$ cat src/rtl/uart_rx_cfg.sv
// Configurable UART receiver: DATA_BITS LSB-first, optional parity, 1/2 stop bits, 3-sample vote, break detect.
// Latency: o_RX_DV at count M+1 of the last stop bit, about 4+(frame_bits-1)*CLKS_PER_BIT+M cycles after the start edge.
// Backpressure: none; o_RX_Byte is overwritten on every o_RX_DV.
module uart_rx_cfg #(
    parameter int CLKS_PER_BIT = 217,
    parameter int DATA_BITS    = 8,
    parameter int PARITY_MODE  = 0,
    parameter int STOP_BITS    = 1
) (
    input  logic                 i_Clock,
    input  logic                 i_Reset,
    input  logic                 i_RX_Serial,
    output logic                 o_RX_DV,
    output logic [DATA_BITS-1:0] o_RX_Byte,
    output logic                 o_Parity_Err,
    output logic                 o_Frame_Err,
    output logic                 o_Break
);
    localparam int CW = $clog2(CLKS_PER_BIT);
    localparam int IW = $clog2(DATA_BITS);
    localparam int M  = (CLKS_PER_BIT - 1) / 2;

    localparam logic [CW-1:0] SAMP_A   = CW'(M - 1);
    localparam logic [CW-1:0] SAMP_B   = CW'(M);
    localparam logic [CW-1:0] SAMP_C   = CW'(M + 1);
    localparam logic [CW-1:0] CNT_LAST = CW'(CLKS_PER_BIT - 1);
    localparam logic [IW-1:0] IDX_LAST = IW'(DATA_BITS - 1);
    localparam logic          STOP_LAST = (STOP_BITS == 2);

    typedef enum logic [2:0] {IDLE, START, DATA, PARITY, STOP, BRK_WAIT} state_t;

    state_t               state, state_nxt;
    logic                 rx_meta, rx_s;
    logic [CW-1:0]        cnt, cnt_nxt;
    logic [IW-1:0]        idx;
    logic                 stop_idx;
    logic                 samp_a, samp_b;
    logic [DATA_BITS-1:0] shift;
    logic                 par_bit;
    logic                 ferr_acc;

    logic vote, at_vote, at_end, done;
    logic ferr_now, brk_now, perr_now;

    assign at_vote = (cnt == SAMP_C);
    assign at_end  = (cnt == CNT_LAST);
    assign vote    = (samp_a & samp_b) | (samp_a & rx_s) | (samp_b & rx_s);

    // Frame verdicts are only consumed at the vote point of the last stop bit.
    assign ferr_now = ferr_acc | ~vote;
    assign brk_now  = (shift == '0) && ((PARITY_MODE == 0) || !par_bit) && ferr_now;
    always_comb begin
        perr_now = 1'b0;
        if (PARITY_MODE == 1)
            perr_now = ~(^shift ^ par_bit);
        else if (PARITY_MODE == 2)
            perr_now = ^shift ^ par_bit;
    end

    always_comb begin
        state_nxt = state;
        cnt_nxt   = at_end ? '0 : cnt + 1'b1;
        done      = 1'b0;
        case (state)
            IDLE: begin
                cnt_nxt = '0;
                if (!rx_s) begin
                    state_nxt = START;
                    cnt_nxt   = CW'(1);
                end
            end
            START: begin
                if (at_vote && vote) begin
                    state_nxt = IDLE;
                    cnt_nxt   = '0;
                end else if (at_end) begin
                    state_nxt = DATA;
                end
            end
            DATA: begin
                if (at_end && idx == IDX_LAST)
                    state_nxt = (PARITY_MODE != 0) ? PARITY : STOP;
            end
            PARITY: begin
                if (at_end)
                    state_nxt = STOP;
            end
            STOP: begin
                // Finish mid-bit so a back-to-back start edge is not missed.
                if (at_vote && stop_idx == STOP_LAST) begin
                    done      = 1'b1;
                    cnt_nxt   = '0;
                    state_nxt = brk_now ? BRK_WAIT : IDLE;
                end
            end
            BRK_WAIT: begin
                cnt_nxt = '0;
                if (rx_s)
                    state_nxt = IDLE;
            end
            default: begin
                state_nxt = IDLE;
                cnt_nxt   = '0;
            end
        endcase
    end

    always_ff @(posedge i_Clock) begin
        if (i_Reset) begin
            rx_meta      <= 1'b1;
            rx_s         <= 1'b1;
            state        <= IDLE;
            cnt          <= '0;
            idx          <= '0;
            stop_idx     <= 1'b0;
            samp_a       <= 1'b1;
            samp_b       <= 1'b1;
            shift        <= '0;
            par_bit      <= 1'b0;
            ferr_acc     <= 1'b0;
            o_RX_DV      <= 1'b0;
            o_RX_Byte    <= '0;
            o_Parity_Err <= 1'b0;
            o_Frame_Err  <= 1'b0;
            o_Break      <= 1'b0;
        end else begin
            rx_meta <= i_RX_Serial;
            rx_s    <= rx_meta;
            state   <= state_nxt;
            cnt     <= cnt_nxt;

            if (cnt == SAMP_A) samp_a <= rx_s;
            if (cnt == SAMP_B) samp_b <= rx_s;

            if (state == START) begin
                idx      <= '0;
                stop_idx <= 1'b0;
                ferr_acc <= 1'b0;
            end
            if (state == DATA && at_vote) shift[idx] <= vote;
            if (state == DATA && at_end)  idx <= idx + 1'b1;
            if (state == PARITY && at_vote) par_bit <= vote;
            if (state == STOP && at_vote) ferr_acc <= ferr_now;
            if (state == STOP && at_end)  stop_idx <= 1'b1;

            o_RX_DV <= done;
            if (done) begin
                o_RX_Byte    <= brk_now ? '0 : shift;
                o_Parity_Err <= perr_now;
                o_Frame_Err  <= ferr_now;
                o_Break      <= brk_now;
            end else begin
                o_Parity_Err <= 1'b0;
                o_Frame_Err  <= 1'b0;
                o_Break      <= 1'b0;
            end
        end
    end
endmodule

$ cat config.mk
export PLATFORM = sky130hd
export DESIGN_NAME = uart_rx_cfg
export DESIGN_NICKNAME = d
export VERILOG_FILES = /design/src/rtl/uart_rx_cfg.sv
export SDC_FILE = /design/constraint.sdc
export NUM_CORES = 1
export LEC_CHECK = 0
export CAP_MARGIN = 20
export CORE_MARGIN = 2
export CORE_UTILIZATION = 57
export DETAILED_ROUTE_END_ITERATION = 8
export GPL_TIMING_DRIVEN = 0
export PLACE_DENSITY = 0.78
export SYNTH_ARGS = -nofsm -noshare
export SYNTH_HDL_FRONTEND = slang
export SYNTH_SLANG_ARGS = --single-unit
$ cat constraint.sdc
create_clock -name i_Clock -period 2.28 [get_ports i_Clock]
set_input_delay 0.342 -clock i_Clock [delete_from_list [all_inputs] [get_ports i_Clock]]
set_output_delay 0.342 -clock i_Clock [all_outputs]
set_load 0.02 [all_outputs]
==> impl_metrics.env <==
export IMPL_ff_latch_area_um2=780.7
export IMPL_critical_path_max_stage_delay_ns=0.45
export IMPL_clk_transition_reported_paths_ns=0.12
export IMPL_die_h_um=61.84
export IMPL_synth_enable_flop_cells=0
export IMPL_fmaxAchievable_mhz=504.3
export IMPL_global_route_wire_length_before_repair_um=6292
export IMPL_post_synth_top_count_cell="sky130_fd_sc_hd__dfxtp_1"
export IMPL_drtPass1Iterations=4
export IMPL_die_outline_width_um=61.84
export IMPL_power_per_cell_area_mw_per_mm2=660.8
export IMPL_sum_neg_setup_slack_ns=0
export IMPL_cell_rows=21
export IMPL_yosysSeqAreaShare_pct=40.94
export IMPL_placement_io_buffers=13
export IMPL_regToRegSetupSlack_ns=0.30
export IMPL_leakage_nw=0.7376
export IMPL_cts_made_buffers=5
export IMPL_holdBufCountCts=0
export IMPL_fillers=286
export IMPL_peakVddDrop_v=0.0004601
export IMPL_hp_class="reg2reg"
export IMPL_antenna_found_initial=0
export IMPL_setup_viol=0
export IMPL_ys_top_cells_by_area="sky130_fd_sc_hd__dfxtp_1, sky130_fd_sc_hd__a21oi_1, sky130_fd_sc_hd__nand2_1"
export IMPL_timing_hold_violations_final=0
export IMPL_post_route_period_util_pct=86.98
export IMPL_synth_area_leader_cell="sky130_fd_sc_hd__dfxtp_1"
export IMPL_worst_clock_skew_ns=0.01132
export IMPL_overall_track_demand_over_capacity_in_global_routing_pct=22.42
export IMPL_max_clock_path_buffers=2
export IMPL_total_number_of_vias=1616
export IMPL_ctsResizeCount=0
export IMPL_cts_num_sinks=39
export IMPL_synth_ff_latch_count=39
export IMPL_route_final_wire_length_um=3832
export IMPL_cts_tree="built"
export IMPL_worstSkewPairLatency_ns=0.36
export IMPL_worst_setup_path_type="reg2reg"
export IMPL_htree_num_levels=2
export IMPL_synth_top_area_share_pct=40.94
export IMPL_dp_hpwl_um=2755
export IMPL_cts_setup_buffers=0
export IMPL_cp_cell_sequence="ha_1 -> and4b_1 -> or3b_1 -> buf_6 -> a211oi_2"
export IMPL_final_period_minus_worst_setup_slack_ns=1.983
export IMPL_final_layout_size_suffix_gt1_share_pct=12.77
export IMPL_hold_path_cell_count=1
export IMPL_pin_count_of_the_biggest_net_entering_global_routing=14
export IMPL_warnings_synthesis=0
export IMPL_status="finished, final reports clean"
export IMPL_crit_slowest_cell="sky130_fd_sc_hd__dfxtp_1"
export IMPL_layout_nets=242
export IMPL_worstReg2RegStart="cnt[0]$_SDFF_PP0_"
export IMPL_synth_distinct_cells=53
export IMPL_multi_input_gate_area_mm2=0.001011
export IMPL_start_util_pct=58.06
export IMPL_drt_iter0_markers=56
export IMPL_synth_common_cells="sky130_fd_sc_hd__dfxtp_1, sky130_fd_sc_hd__nand2_1, sky130_fd_sc_hd__a21oi_1"
export IMPL_clockRootBuffer="sky130_fd_sc_hd__clkbuf_4"
export IMPL_hold_start="rx_meta$_SDFF_PP1_"
export IMPL_post_synth_inst_count=214
export IMPL_synth_async_sr_flop_share_pct=0
export IMPL_startpoint_class_of_the_critical_path="register"
export IMPL_placeableCoreArea_mm2=0.003284
export IMPL_critical_path_arrival_ns=2.26
export IMPL_totalPowerFinal_mw=1.438
export IMPL_avgRoutedWirePerCell_um=13.64
export IMPL_worst_r2r_cell_count=5
export IMPL_syn_std_cell_area_mm2=0.001907
export IMPL_io_pin_count=15
export IMPL_grt_ovfl_total=0
export IMPL_grt_pass1_vias=1359
export IMPL_antenna_cells_inserted=0
export IMPL_gpl_final_weighted_congestion=0.8287
export IMPL_syn_area_per_cell_um2=8.910
export IMPL_cp_max_fo=10
export IMPL_critical_path_endpoint_type="register"
export IMPL_die_area_mm2=0.003824
export IMPL_crit_reg2reg_capture="o_Frame_Err$_SDFF_PP0_"
export IMPL_finalMaxSlewViolations=0
export IMPL_grt_setup_unrepaired="no"
export IMPL_avgViaCountPerCell=5.751
export IMPL_syn_nets=222
export IMPL_worst_endpoint_required_ns=2.56
export IMPL_max_cap_check_violation_count=0
export IMPL_synth_top_flop_cell="sky130_fd_sc_hd__dfxtp_1"
export IMPL_drt_antenna_violating_nets=0
export IMPL_area_growth_syn_to_layout_pct=14.11
export IMPL_drc_errors=0
export IMPL_hold_end="rx_s$_SDFF_PP1_"
## critical path, delay by kind of cell (launching register included)
kind	cells	cell delay, ns
DFF	1	0.45
and+or+nand+nor	2	0.77
adders and majority gates	1	0.34
buffers and inverters	1	0.17
AOI/OAI and AO/OA	1	0.18
## cell usage in the layout (no fill, tap or decap), types with 8 or more instances in the layout
| cell | Yosys | layout |
|---|---|---|
| sky130_fd_sc_hd__nor2_1 | 15 | 15 |
| sky130_fd_sc_hd__inv_1 | 10 | 10 |
| sky130_fd_sc_hd__nand2_1 | 25 | 25 |
| sky130_fd_sc_hd__a21oi_1 | 23 | 23 |
| sky130_fd_sc_hd__nand4_1 | 14 | 14 |
| sky130_fd_sc_hd__o31ai_1 | 8 | 8 |
| sky130_fd_sc_hd__clkdlybuf4s50_1 | 0 | 13 |
| sky130_fd_sc_hd__dfxtp_1 | 39 | 39 |
## sequential cells by signal, summed over array words and instances, names as in the netlist
register     cells
o_RX_DV          1
rx_meta          1
samp_b           1
o_Break          1
stop_idx         1
o_Frame_Err      1
shift            8
state            3
ferr_acc         1
o_RX_Byte        8
cnt              8
idx              3
rx_s             1
samp_a           1
## routing by layer
metal / global-route usage [%] / share of wire [%]
met4: 10.64 / 1.9
met2: 34.44 / 47
met5: 0 / 0
met1: 30.22 / 49
met3: 4.555 / 2.8
## logic make-up (layout without fill, tap and decap cells)
logic type / after synthesis / after routing / synth area share [%]
simple gates: 89 / 89 / 26.77
compound gates: 49 / 49 / 18.37
flops: 39 / 39 / 40.94
buf+inv: 22 / 43 / 6.036
fa+ha+maj: 6 / 6 / 3.806
xor+xnor: 6 / 6 / 2.756
mux: 2 / 2 / 1.115
other cells: 1 / 1 / 0.1967
## metrics by stage
| step | std cells | hold slack [ns] | worst slack [ns] | instance area (um2) | util, % |
|---|---|---|---|---|---|
| final | 281 | 0.4273 | 0.2969 | 2176 | 66.25 |
| after global routing | 281 | 0.4549 | 0.2489 | 2176 | 66.25 |
| after CTS | 281 | 0.4306 | 0.2986 | 2176 | 66.25 |
| after detailed placement | 273 | 0.4007 | 0.2769 | 2095 | 63.77 |
| after global placement | 273 | 0.3930 | 0.2893 | 2095 | 63.77 |
| after floorplan | 214 | 0.3895 | 0.6265 | 1907 | - |
## worst max-delay path by stage
stage | to | slack [ns] | cells past startpoint | startpoint
global route | o_Frame_Err$_SDFF_PP0_ | 0.25 | 5 | cnt[0]$_SDFF_PP0_
global placement | idx[0]$_SDFFE_PP0P_ | 0.29 | 4 | i_Reset
finish | o_Frame_Err$_SDFF_PP0_ | 0.30 | 5 | cnt[0]$_SDFF_PP0_
floorplan | o_Frame_Err$_SDFF_PP0_ | 0.63 | 5 | cnt[0]$_SDFF_PP0_
CTS | o_Frame_Err$_SDFF_PP0_ | 0.30 | 5 | cnt[0]$_SDFF_PP0_
detailed placement | idx[0]$_SDFFE_PP0P_ | 0.28 | 4 | i_Reset
## cell type report
cell class | instances | area share (%)
plain buffers | 12 | 3.565
clock buffers | 5 | 1.725
repair buffers | 13 | 5.980
clock inverters | 3 | 2.013
well taps | 46 | 2.645
flip-flops and latches | 39 | 35.88
multi-input cells | 153 | 46.46
inverters | 10 | 1.725
## power breakdown
part	switching, mW	total (mW)	internal, mW
registers	0.0247	0.727	0.702
clock network	0.239	0.470	0.231
logic	0.142	0.241	0.0990
total	0.406	1.44	1.03
No activity file was read; power rests on OpenSTA's default activity.
